[src/rtl/rf_wb_scheduler.sv]
// Register-file write-port arbiter (pipeline vs long-latency unit) with a busy scoreboard for RAW/WAW stalls.
// Optional macro WB_BYPASS_EN: release the decode stall in the same cycle as the long-latency commit.
module rf_wb_scheduler #(
  parameter int STARVE_MAX = 4,
  parameter int CNT_W      = 3
) (
  input  logic        clk,
  input  logic        rst,
  input  logic        pipe_wen,
  input  logic [4:0]  pipe_waddr,
  input  logic [31:0] pipe_wdata,
  output logic        pipe_hold,
  input  logic        ll_valid,
  output logic        ll_ready,
  input  logic [4:0]  ll_waddr,
  input  logic [31:0] ll_wdata,
  input  logic        dec_valid,
  input  logic        dec_ll,
  input  logic [4:0]  dec_rs1,
  input  logic [4:0]  dec_rs2,
  input  logic [4:0]  dec_rd,
  input  logic        dec_use_rs1,
  input  logic        dec_use_rs2,
  input  logic        dec_wr_rd,
  output logic        dec_stall,
  output logic        rf_wen,
  output logic [4:0]  rf_waddr,
  output logic [31:0] rf_wdata,
  output logic [31:0] busy_vec
);

  localparam logic [1:0] ST_IDLE  = 2'd0;
  localparam logic [1:0] ST_WAIT  = 2'd1;
  localparam logic [1:0] ST_FORCE = 2'd2;

  logic [1:0]       state, state_nxt;
  logic [CNT_W-1:0] cnt, cnt_nxt, cnt_inc;
  logic [31:0]      busy_q, busy_nxt, b_eff;
  logic             force_st, ll_commit, pipe_grant, lose, issue;

  // Handshake: the ll result is transferred on any cycle where ll_valid and ll_ready are both high;
  // ll_valid and its address/data stay stable until then. The pipeline write is performed unless
  // an ll transfer takes the port, and pipe_hold tells the pipeline to re-present it next cycle.
  assign force_st   = (state == ST_FORCE);
  assign ll_ready   = force_st | ~pipe_wen;
  assign ll_commit  = ll_valid & ll_ready;
  assign pipe_grant = pipe_wen & ~force_st & ~ll_commit;
  assign pipe_hold  = force_st;
  assign lose       = ll_valid & pipe_wen & ~force_st;
  assign cnt_inc    = cnt + CNT_W'(1);

  always_comb begin
    rf_wen   = 1'b0;
    rf_waddr = 5'd0;
    rf_wdata = 32'd0;
    if (ll_commit) begin
      rf_wen   = (ll_waddr != 5'd0);
      rf_waddr = ll_waddr;
      rf_wdata = ll_wdata;
    end else if (pipe_grant) begin
      rf_wen   = (pipe_waddr != 5'd0);
      rf_waddr = pipe_waddr;
      rf_wdata = pipe_wdata;
    end
  end

  always_comb begin
    state_nxt = state;
    cnt_nxt   = cnt;
    case (state)
      ST_IDLE: begin
        if (lose) begin
          cnt_nxt   = CNT_W'(1);
          state_nxt = (STARVE_MAX == 1) ? ST_FORCE : ST_WAIT;
        end
      end
      ST_WAIT: begin
        if (ll_commit || !ll_valid) begin
          state_nxt = ST_IDLE;
          cnt_nxt   = '0;
        end else if (lose) begin
          cnt_nxt = cnt_inc;
          if (cnt_inc == CNT_W'(STARVE_MAX)) state_nxt = ST_FORCE;
        end
      end
      default: begin
        state_nxt = ST_IDLE;
        cnt_nxt   = '0;
      end
    endcase
  end

`ifdef WB_BYPASS_EN
  logic [31:0] commit_mask;
  assign commit_mask = ll_commit ? (32'd1 << ll_waddr) : 32'd0;
  assign b_eff       = busy_q & ~commit_mask;
`else
  assign b_eff = busy_q;
`endif

  assign dec_stall = dec_valid & ((dec_use_rs1 & b_eff[dec_rs1]) |
                                  (dec_use_rs2 & b_eff[dec_rs2]) |
                                  (dec_wr_rd   & b_eff[dec_rd]));
  assign issue     = dec_valid & dec_ll & dec_wr_rd & ~dec_stall & (dec_rd != 5'd0);

  // Set is applied after clear so a same-register set/clear leaves the register busy.
  always_comb begin
    busy_nxt = busy_q;
    if (ll_commit) busy_nxt[ll_waddr] = 1'b0;
    if (issue)     busy_nxt[dec_rd]   = 1'b1;
    busy_nxt[0] = 1'b0;
  end

  always_ff @(posedge clk) begin
    if (rst) begin
      state  <= ST_IDLE;
      cnt    <= '0;
      busy_q <= 32'd0;
    end else begin
      state  <= state_nxt;
      cnt    <= cnt_nxt;
      busy_q <= busy_nxt;
    end
  end

  assign busy_vec = busy_q;

`ifndef WB_BYPASS_EN
  // Without bypass a busy destination always stalls, so an issue can never meet a commit to the same rd.
  a_no_set_clr: assert property (@(posedge clk) disable iff (rst)
    !(issue && ll_commit && (dec_rd == ll_waddr)));
`endif

endmodule

[config.mk]
export PLATFORM = sky130hd
export DESIGN_NAME = rf_wb_scheduler
export DESIGN_NICKNAME = d
export VERILOG_FILES = /design/src/rtl/rf_wb_scheduler.sv
export SDC_FILE = /design/constraint.sdc
export NUM_CORES = 1
export LEC_CHECK = 0
export CAP_MARGIN = 0
export CORE_MARGIN = 2
export CORE_UTILIZATION = 23
export CTS_CLUSTER_DIAMETER = 200
export CTS_CLUSTER_SIZE = 20
export DETAILED_ROUTE_END_ITERATION = 6
export PLACE_DENSITY = 0.52
export SLEW_MARGIN = 0
export SYNTH_ARGS = -nofsm -noshare
export SYNTH_HDL_FRONTEND = slang
export SYNTH_SLANG_ARGS = --single-unit
[constraint.sdc]
create_clock -name clk -period 2 [get_ports clk]
set_input_delay 0.2 -clock clk [delete_from_list [all_inputs] [get_ports clk]]
set_output_delay 0.2 -clock clk [all_outputs]
set_load 0.02 [all_outputs]
After elaboration in Yosys (flattened, before gate mapping)

Cells that the tools add are included.

Memory bits (writable): 0
Output and inout port bits: 73
Latch bits: 0
Bits in read-only memories: 0
Register bits after elaboration: 37
Memories kept: 0

Equality and inequality tests: 6
Reductions and logical operators: 10
Divide/modulo/power cells: 0
Multiplexer cells: 27
Magnitude comparators: 6
Bitwise gates (word level): 23
$add $sub $neg: 1
Shift operators: 0
$mul: 0

Operators with widths:

| cell                  | count |
|---|---|
| $mux W32              | 4 |
| $and A32 B32 Y32      | 1 |
| $not A32 Y32          | 1 |
| $or A32 B32 Y32       | 1 |
| $lt A5 B6 Y1 const B  | 4 |
| $bmux W1 S5           | 3 |
| $reduce_bool A5 Y1    | 3 |
| $and A1 B1 Y1         | 13 |
| $demux W1 S5          | 2 |
| $ge A5 B1 Y1 const B  | 2 |
| $mux W5               | 2 |
| $mux W3               | 3 |
| $mux W2               | 4 |
| $mux W1               | 7 |
| $ne A3 B3 Y1 const B  | 2 |
| $pmux W3 S2           | 1 |
| $not A1 Y1            | 4 |
| $pmux W2 S2           | 1 |
| $add A3 B1 Y3 const B | 1 |
| $eq A3 B3 Y1 const B  | 1 |
| $or A1 B1 Y1          | 3 |
| $reduce_and A3 Y1     | 1 |
| $eq A2 B1 Y1 const B  | 1 |
| $eq A2 B2 Y1 const B  | 1 |
| 6 further kinds       | 7 |

Depth between registers and ports, before layout

Gate-level depths: netlist of run 1.

Depth after elaboration: 10
Depth in mapped cells: 8
Mapped depth without buffers: 7

Least setup slack after synthesis of run 1

OpenSTA, ideal clock, no wires.

Path type: reg2out
Start point: register busy_q[1] (netlist: busy_vec[1])
End point: output port dec_stall
Data required time: 1.800 ns
Data arrival time: 1.981 ns
Path slack: -0.181 ns
Stages on the path, launching flop included: 8
Path buffers: 1
Cell sequence: dfxtp_1 > mux2_4 > a221o_1 > a31o_1 > o211ai_4 > nand3_4 > buf_6 > and2_1

Cells in the longest elaborated chain, start to end: 6
Elaborated cells on any way between the ends: 12

RTL lines:

| element                                 | line     | RTL |
|---|---|---|
| start, declared                         | 38       | `logic [31:0] busy_q, busy_nxt, b_eff;` |
| start signal, assigned                  | 122      | `busy_q <= busy_nxt;` |
| $bmux W1 S5, on equally long branches   | 101, 102 |  |
| $mux W1, on equally long branches       | 101, 102 |  |
| $and A1 B1 Y1, on equally long branches | 101, 102 |  |
| $or A1 B1 Y1                            | 101      | `assign dec_stall = dec_valid & ((dec_use_rs1 & b_eff[dec_rs1]) \|` |
| $or A1 B1 Y1 *                          | 102      | `(dec_use_rs2 & b_eff[dec_rs2]) \|` |
| $and A1 B1 Y1 *                         | 101      |  |
| end, declared                           | 25       | `output logic dec_stall,` |

Mark *: on every way between the ends. The rest lies on a longest branch, timed or not. The select of a mux whose other input is x is not followed.

Worst setup path after layout of run 1

Ends and elaborated chain as after synthesis.

==> flow_summary.toml, run 1 <==
[run_status]
outcome = "finished with violations"
violations = "setup timing"

[worst_setup_path]
end_kind = "output port"
regToRegSetupSlack_ns = -0.10
timing.rr.start = "busy_vec[1]"
criticalPathCategory = "reg2out"
cp_max_fo = 3
reg2reg_depth = 8
worstPathRequired_ns = 1.80
crit_arrival_ns = 2.02
reg2reg_to = "busy_vec[27]"
start_kind = "flop"

[final_layout]
fin_nets = 737
drive_gt1_frac = 0.328
final_area_um2 = 6100
nFillCells = 1353
syn2layout_area_growth_pct = 92.3
antenna_cells = 0
multiInputGateArea_um2 = 2380
seqCellArea_um2 = 742
final_util = 0.457

[yosys]
ys_top_cells_by_count = "92 x nand2_1, 45 x nand3_1, 36 x dfxtp_1"
synth_edf_count = 0
synthesis.nets = 494
yosysMostFrequentCell = "nand2_1"
synth.distinct_cells = 54
synth_top_area_share = 0.227
ys.flop_type = "dfxtp_1"
ys_ff_latch = 36
synth_area_leaders = "dfxtp_1 23%, nand2_1 11%, mux4_2 8.5%"
synth_area_um2 = 3170
synth_area_leader_cell = "dfxtp_1"
yosys_warnings = 0
netlist_instances = 394
yosysSeqAreaShare = 0.227
synth.avg_cell_area_um2 = 8.04
async_flop_share = 0

[routing]
vias_per_cell = 5.12
wl_met1_um = 5990
via_count = 4167
wl_per_cell_um = 18.6
routed.top_layer = "met4"
dr.pass1.iters = 4
drc = 0
drt_wl_total_um = 15200
drtAntennaViolNets = 0
route.met2.wl_um = 7400
drtIter0Drc = 207
route.met3.wl_um = 1450

[power]
clkPwrFrac = 0.324
p_leak_nw = 2.62
peakVddDrop_v = 0.000325
powerDensity_nw_per_um2 = 390
p_int_w = 0.00163
comb_power_share = 0.372
seq_power_share = 0.304
switching_share = 0.313
p_switching_w = 0.000744

[min_path]
min_from = "cnt[1]"
worst_hold_path_type = "reg2reg"
whs_path_depth = 2
worstHoldEndpoint = "cnt[1]"

[floorplan]
die_width_um = 121
die_y_um = 121
ios = 171
dieArea_um2 = 14700
rows = 42
start_util = 0.237
core_um2 = 13300

[grt]
grt_max_degree = 36
grt_usage = 0.200
grt_first_pass_wirelength_um = 22600
antenna_found_initial = 0
grt_overflow = 0
grt_pass1_vias = 4175

[sta]
maxSlewHeadroom = 0.553
setup_viol = 31
setup_tns_ns = -2.36
fin_ws_ns = -0.216
worst_slew_pin_slew_ns = 0.669
fin_crit_ns = 2.22
rsz0062_at_grt = "true"
hold_violations = 0
clock_skew_ns = 0.00473
hold_slack_ns = 0.472
period_share = 1.11
drv_slew = 0
fmax_ghz = 0.451

[place]
io_buffers = 169
place.gp.congestion = 0.927
dp_hpwl_um = 11800
placed_area_um2 = 5640
pre_cts_ws_ns = -0.895

[clock_network]
root_buffer = "clkbuf_16"
cts.sinks = 36
hold_buffers = 0
cts_made_buffers = 5
cts_tree = "done"
path_clk_slew_ns = 0.06
htreeDepth = 2
clk_path_buf_depth = 2
worstSkewPairLatency_ns = 0.28

[run]
maxCapViolCount = 0
==> routing by layer <==
| metal | global-route usage | vias to the layer above |
|---|---|---|
| li1 | - | 1970 |
| met1 | 0.241 | 1940 |
| met2 | 0.344 | 229 |
| met3 | 0.0508 | 28 |
| met4 | 0.0711 | 0 |
| met5 | 0 | - |
==> how the worst max path moves through the flow <==
stage,slack [ns],cells after the start,startpoint,endpoint
finish,-0.22,7,busy_vec[1],dec_stall
global route,-0.30,7,busy_vec[1],dec_stall
CTS,-0.25,7,busy_vec[1],dec_stall
detailed placement,-0.90,9,dec_rs1[1],dec_stall
global placement,-0.85,9,dec_rs1[1],dec_stall
floorplan,-0.05,7,busy_vec[1],dec_stall
==> final cells by class <==
cell class                      instances  share of cell area
Multi-Input combinational cell        313               0.391
Sequential cell                        36               0.122
Clock buffer                            5              0.0205
Clock inverter                          3             0.00308
Timing Repair Buffer                  273               0.422
Tap cell                              176              0.0361
Inverter                                8             0.00534
==> through the flow <==
stage	power, W	std cells
final	0.00238	814
after global routing	0.00247	814
after CTS	0.00239	813
after detailed placement	0.00155	792
after global placement	0.00155	792
after floorplan	0.00108	394
==> flip-flops by register name, summed over array words and instances (netlist names) <==
| signal | cells |
|---|---|
| cnt | 3 |
| state | 2 |
| busy_vec | 31 |
==> what timing repair did <==
item	CTS	global route
endpoints found under the setup margin	70	63
pin swaps	24	2
endpoints found under the hold margin	0	0
cloned	4	2
buffers inserted	9	0
gates resized for setup	119	51
==> power by group through the flow <==
stage	Clock [W]	Combinational, W	Sequential, W
after floorplan	0	0.000341	0.000742
after global placement	0	0.000808	0.000740
after detailed placement	0	0.000814	0.000740
after CTS	0.000779	0.000883	0.000724
after global routing	0.000809	0.000941	0.000724
final	0.000771	0.000884	0.000724
==> logic make-up after synthesis <==
family	after synthesis	share of synthesized area
AOI/OAI and AO/OA	83	0.213
and+or+nand+nor	193	0.294
muxes	34	0.184
other	1	0.00118
buffers and inverters	45	0.0734
DFF	36	0.227
adders and majority gates	2	0.00789
==> critical path, cell delays in order (launching register included) <==
cell	delay [ns]
dfxtp_4	0.35
mux2_4	0.26
a221o_1	0.35
a31o_1	0.21
o211ai_4	0.20
nand3_4	0.10
and2_4	0.15
buf_6	0.12
==> cell usage in the layout (no fill, tap or decap), types with 8 or more instances in the layout <==
cell / instances
clkbuf_2: 16
buf_4: 88
dfxtp_1: 21
nand3_1: 45
mux2i_1: 12
dlygate4sd2_1: 8
clkdlybuf4s50_1: 122
nor2_1: 10
dfxtp_2: 14
o211ai_1: 23
nand2_1: 92
clkdlybuf4s15_1: 14
mux4_2: 14
o31ai_2: 10
No activity file was read; power rests on OpenSTA's default activity.
==> inputs of run 2 (changes only) <==
Settings changed: REMOVE_ABC_BUFFERS set to 1.
==> run 2 against run 1 <==
The flow still finishes with violations (setup timing). Register-to-register slack worse by 0.06 ns. Clock-buffer cell count up 1. Cell area up 2.2%. Worst hold slack better by 0.020 ns. Sequential share of layout area down 0.35 points. Total power up 5.5%. First-iteration DRC count up 0.48%. Worst setup slack worse by 0.034 ns. Critical path type unchanged. Largest power group unchanged.
==> flow_summary.toml, run 2 (synthesis results as in run 1) <==
[run_status]
outcome = "finished with violations"
violations = "setup timing"

[clock_network]
htreeDepth = 2
cts.sinks = 36
cts_tree = "done"
worstSkewPairLatency_ns = 0.29
path_clk_slew_ns = 0.06
clk_path_buf_depth = 2
cts_made_buffers = 5
root_buffer = "clkbuf_16"

[place]
place.gp.congestion = 0.871
placed_cells = 815
io_buffers = 169
pre_cts_ws_ns = -0.944
dp_hpwl_um = 12200

[final_layout]
final_common_cell = "clkdlybuf4s50_1"
syn2layout_area_growth_pct = 96.6
multiInputGateArea_um2 = 2510
antenna_cells = 0
seqCellArea_um2 = 737
fin_nets = 753
largest_reg_flops = 31
nFillCells = 1316
mostFrequentLayoutCells = "122 x clkdlybuf4s50_1, 109 x buf_4, 92 x nand2_1, 43 x nand3_1, 28 x clkbuf_2"
drive_gt1_frac = 0.372
layout.cells.non_filler = 830

[run]
maxCapViolCount = 0

[worst_setup_path]
start_kind = "flop"
worstPathRequired_ns = 1.80
cp_max_fo = 3
end_kind = "output port"
criticalPathCategory = "reg2out"
crit_arrival_ns = 2.05

[sta]
fmax_ghz = 0.445
worst_slew_pin_slew_ns = 0.745
maxSlewHeadroom = 0.502
period_share = 1.12
hold_violations = 0
clock_skew_ns = 0.00620
drv_slew = 0
fin_ws_ns = -0.249
setup_viol = 25
rsz0062_at_grt = "true"
fin_crit_ns = 2.25
hold_slack_ns = 0.492

[grt]
grt_pass1_vias = 4432
grt_first_pass_wirelength_um = 23600
antenna_found_initial = 0
grt_usage = 0.208
grt_max_degree = 23
grt_overflow = 0

[routing]
via_count = 4279
vias_per_cell = 5.16
drtIter0Drc = 208
drc = 0
dr.pass1.iters = 4
drt_wl_total_um = 15600
drtAntennaViolNets = 0
wl_per_cell_um = 18.8

[floorplan]
dieArea_um2 = 14700
die_y_um = 121
start_util = 0.237
ios = 171
core_um2 = 13300
rows = 42
die_width_um = 121

[min_path]
worst_hold_path_type = "reg2reg"

[power]
powerDensity_nw_per_um2 = 403
power.total_w = 0.00251
p_leak_nw = 2.68
peakVddDrop_v = 0.000259
## run 2: final timing paths
path	startpoint	end	slack, ns	cells after the start
setup / recovery	busy_vec[15]	dec_stall	-0.25	7
hold / removal	cnt[1]	cnt[1]	0.49	2
setup reg to reg	busy_vec[15]	busy_vec[19]	-0.16	8
hold reg to reg	cnt[1]	cnt[1]	0.49	2
## run 2: power by group
part	switching (W)	total [W]	internal (W)
sequential	0.00000428	0.000725	0.000720
combinational	0.000451	0.000896	0.000445
clock	0.000302	0.000888	0.000586
## run 2: area by class of cell
cell class / instances / share of cell area
tap: 176 / 0.0353
sequential: 36 / 0.118
multi-input combinational: 313 / 0.403
timing repair buffer: 289 / 0.413
clock buffer: 6 / 0.0207
clock inverter: 2 / 0.00562
inverter: 8 / 0.00482
## run 2: worst max-delay path, cell delays in order, from the launching register on
cell	delay (ns)
dfxtp_4	0.35
mux4_2	0.46
mux2i_1	0.13
and2b_4	0.20
o211ai_4	0.21
nand3_4	0.12
and2_4	0.16
buf_6	0.12
## run 2: through the flow
stage | utilization | instance area (um^2) | setup TNS, ns
final | 0.467 | 6230 | -1.61
after CTS | 0.471 | 6280 | -3.00
after global placement | 0.431 | 5750 | -24.34
after global routing | 0.467 | 6230 | -3.77
after detailed placement | 0.431 | 5750 | -24.78
after floorplan | - | 2970 | -40.50
## run 2: metal layers
layer / vias to the layer above / GRT usage / wire [um]
li1: 2005 / - / -
met1: 2022 / 0.233 / 6030
met2: 224 / 0.364 / 7690
met3: 28 / 0.0522 / 1390
met4: 0 / 0.104 / 538
met5: - / 0 / 0
## run 2: repair_timing
item                       in CTS  in global routing
hold buffers                    0                  0
pin swaps                      30                  9
setup endpoints to repair      67                 58
resized for setup             129                 79
gates cloned                    3                  0
buffers inserted                7                  2
==> inputs of run 3 (changes only) <==
Settings changed: CORE_UTILIZATION 23 to 36, PLACE_DENSITY 0.52 to 0.76.
==> run 3 against run 2 <==
The run still ends with setup timing left. Via count is 4.3% higher. Critical path depth stayed put. Cell area is 5.3% lower. Total power is 6.9% lower. Fmax is 3.8% lower. Worst setup slack worse by 0.089 ns. Largest cell class is now multi-input gates. Clock power is 18% lower. Flip-flop and latch count stayed put. Final cell count is 11% lower. Clock skew is 0.0024 ns higher. Largest power group unchanged. Wire length is 1.0% lower. Highest routed layer unchanged. Clock-buffer cell count is 1 higher.
==> flow_summary.toml, run 3 (synthesis results as in run 1) <==
[run_status]
outcome = "finished with violations"
violations = "setup timing"

[place]
pre_cts_ws_ns = -0.916
placed_cells = 717
io_buffers = 169
place.gp.congestion = 0.955
dp_hpwl_um = 10900

[floorplan]
rows = 34
ios = 171
core_um2 = 8640
dieArea_um2 = 9570
die_y_um = 97.8
start_util = 0.367
die_width_um = 97.8

[routing]
dr.pass1.iters = 5
via_count = 4465
drc = 0
drtIter0Drc = 354
drt_wl_total_um = 15500
wl_per_cell_um = 21.0
drtAntennaViolNets = 0
vias_per_cell = 6.06

[sta]
fin_ws_ns = -0.338
rsz0062_at_grt = "true"
drv_slew = 0
worst_slew_pin_slew_ns = 0.819
maxSlewHeadroom = 0.454
setup_viol = 26
fin_crit_ns = 2.34
hold_violations = 0
clock_skew_ns = 0.00858
setup_tns_ns = -5.55
fmax_ghz = 0.428
period_share = 1.17

[worst_setup_path]
regToRegSetupSlack_ns = -0.30
start_kind = "flop"
worstPathRequired_ns = 1.80
cp_max_fo = 5
crit_arrival_ns = 2.14
reg2reg_depth = 9
reg2reg_to = "busy_vec[31]"
timing.rr.start = "busy_vec[20]"
criticalPathCategory = "reg2out"
end_kind = "output port"

[grt]
grt_max_degree = 40
antenna_found_initial = 0
grt_first_pass_wirelength_um = 23800
grt_usage = 0.311
grt_overflow = 0
grt_pass1_vias = 4651

[final_layout]
mostFrequentLayoutCells = "122 x clkdlybuf4s50_1, 92 x nand2_1, 76 x buf_4, 45 x nand3_1, 35 x clkbuf_2"
antenna_cells = 0
fin_nets = 728
final_common_cell = "clkdlybuf4s50_1"
final_util = 0.683
syn2layout_area_growth_pct = 86.1
layout.cells.non_filler = 737
largest_reg_flops = 31
drive_gt1_frac = 0.334

[clock_network]
clk_path_buf_depth = 2
htreeDepth = 2
root_buffer = "clkbuf_8"
hold_buffers = 0
cts_tree = "done"
path_clk_slew_ns = 0.08
cts.sinks = 36
worstSkewPairLatency_ns = 0.30
cts_made_buffers = 5

[min_path]
min_from = "cnt[1]"
whs_path_depth = 2
worst_hold_path_type = "reg2reg"
worstHoldEndpoint = "cnt[1]"

[power]
peakVddDrop_v = 0.000227
power.total_w = 0.00234
p_leak_nw = 2.58
powerDensity_nw_per_um2 = 396

[run]
maxCapViolCount = 0
run 3: worst max path at each step:
stage,slack (ns),cells after the start,start,endpoint
2_1_floorplan,-0.82,6,state[0],busy_vec[18]
3_3_place_gp,-0.89,9,dec_rs1[1],dec_stall
3_5_place_dp,-0.92,9,dec_rs1[1],dec_stall
4_1_cts,-0.24,7,busy_vec[15],dec_stall
5_1_grt,-0.38,7,busy_vec[23],dec_stall
6_report,-0.34,7,busy_vec[20],dec_stall
run 3: where the power goes:
part           internal (W)  switching (W)  total, W
Combinational      0.000438       0.000448  0.000886
Sequential         0.000719     0.00000449  0.000724
Clock              0.000440       0.000287  0.000727
Total               0.00160       0.000739   0.00234
run 3: cell type report:
class	instances	area, um^2
clock inverters	1	30.0
flip-flops and latches	36	734
fillers	659	2740
well taps	108	135
clock buffers	7	96.3
inverters	8	30.0
repair buffers	264	2420
multi-input cells	313	2450
run 3: repair_timing:
item / in CTS / in global routing
endpoints found under the setup margin: 71 / 70
buffers inserted: 9 / 0
cloned: 4 / 0
pin swaps: 22 / 4
resized for setup: 115 / 82
run 3: critical path, stage by stage, from the launching register on:
cell     delay, ns
dfxtp_1       0.38
mux4_2        0.52
mux2i_2       0.22
o22ai_2       0.15
nor2_2        0.18
nand3_4       0.10
and2_4        0.17
buf_6         0.12
run 3: per-layer routing:
layer,routed length [um],vias up,share of wire,global-route usage
li1,-,1954,-,-
met1,5270,2080,0.34,0.335
met2,7580,345,0.49,0.547
met3,1780,86,0.11,0.0959
met4,852,0,0.055,0.159
met5,0,-,0,0
run 3: per-stage QoR:
stage	instance area, um^2	hold slack [ns]
after floorplan	2970	0.273
after global placement	5490	0.456
after detailed placement	5490	0.465
after CTS	5980	0.476
after global routing	5900	0.536
final	5900	0.475
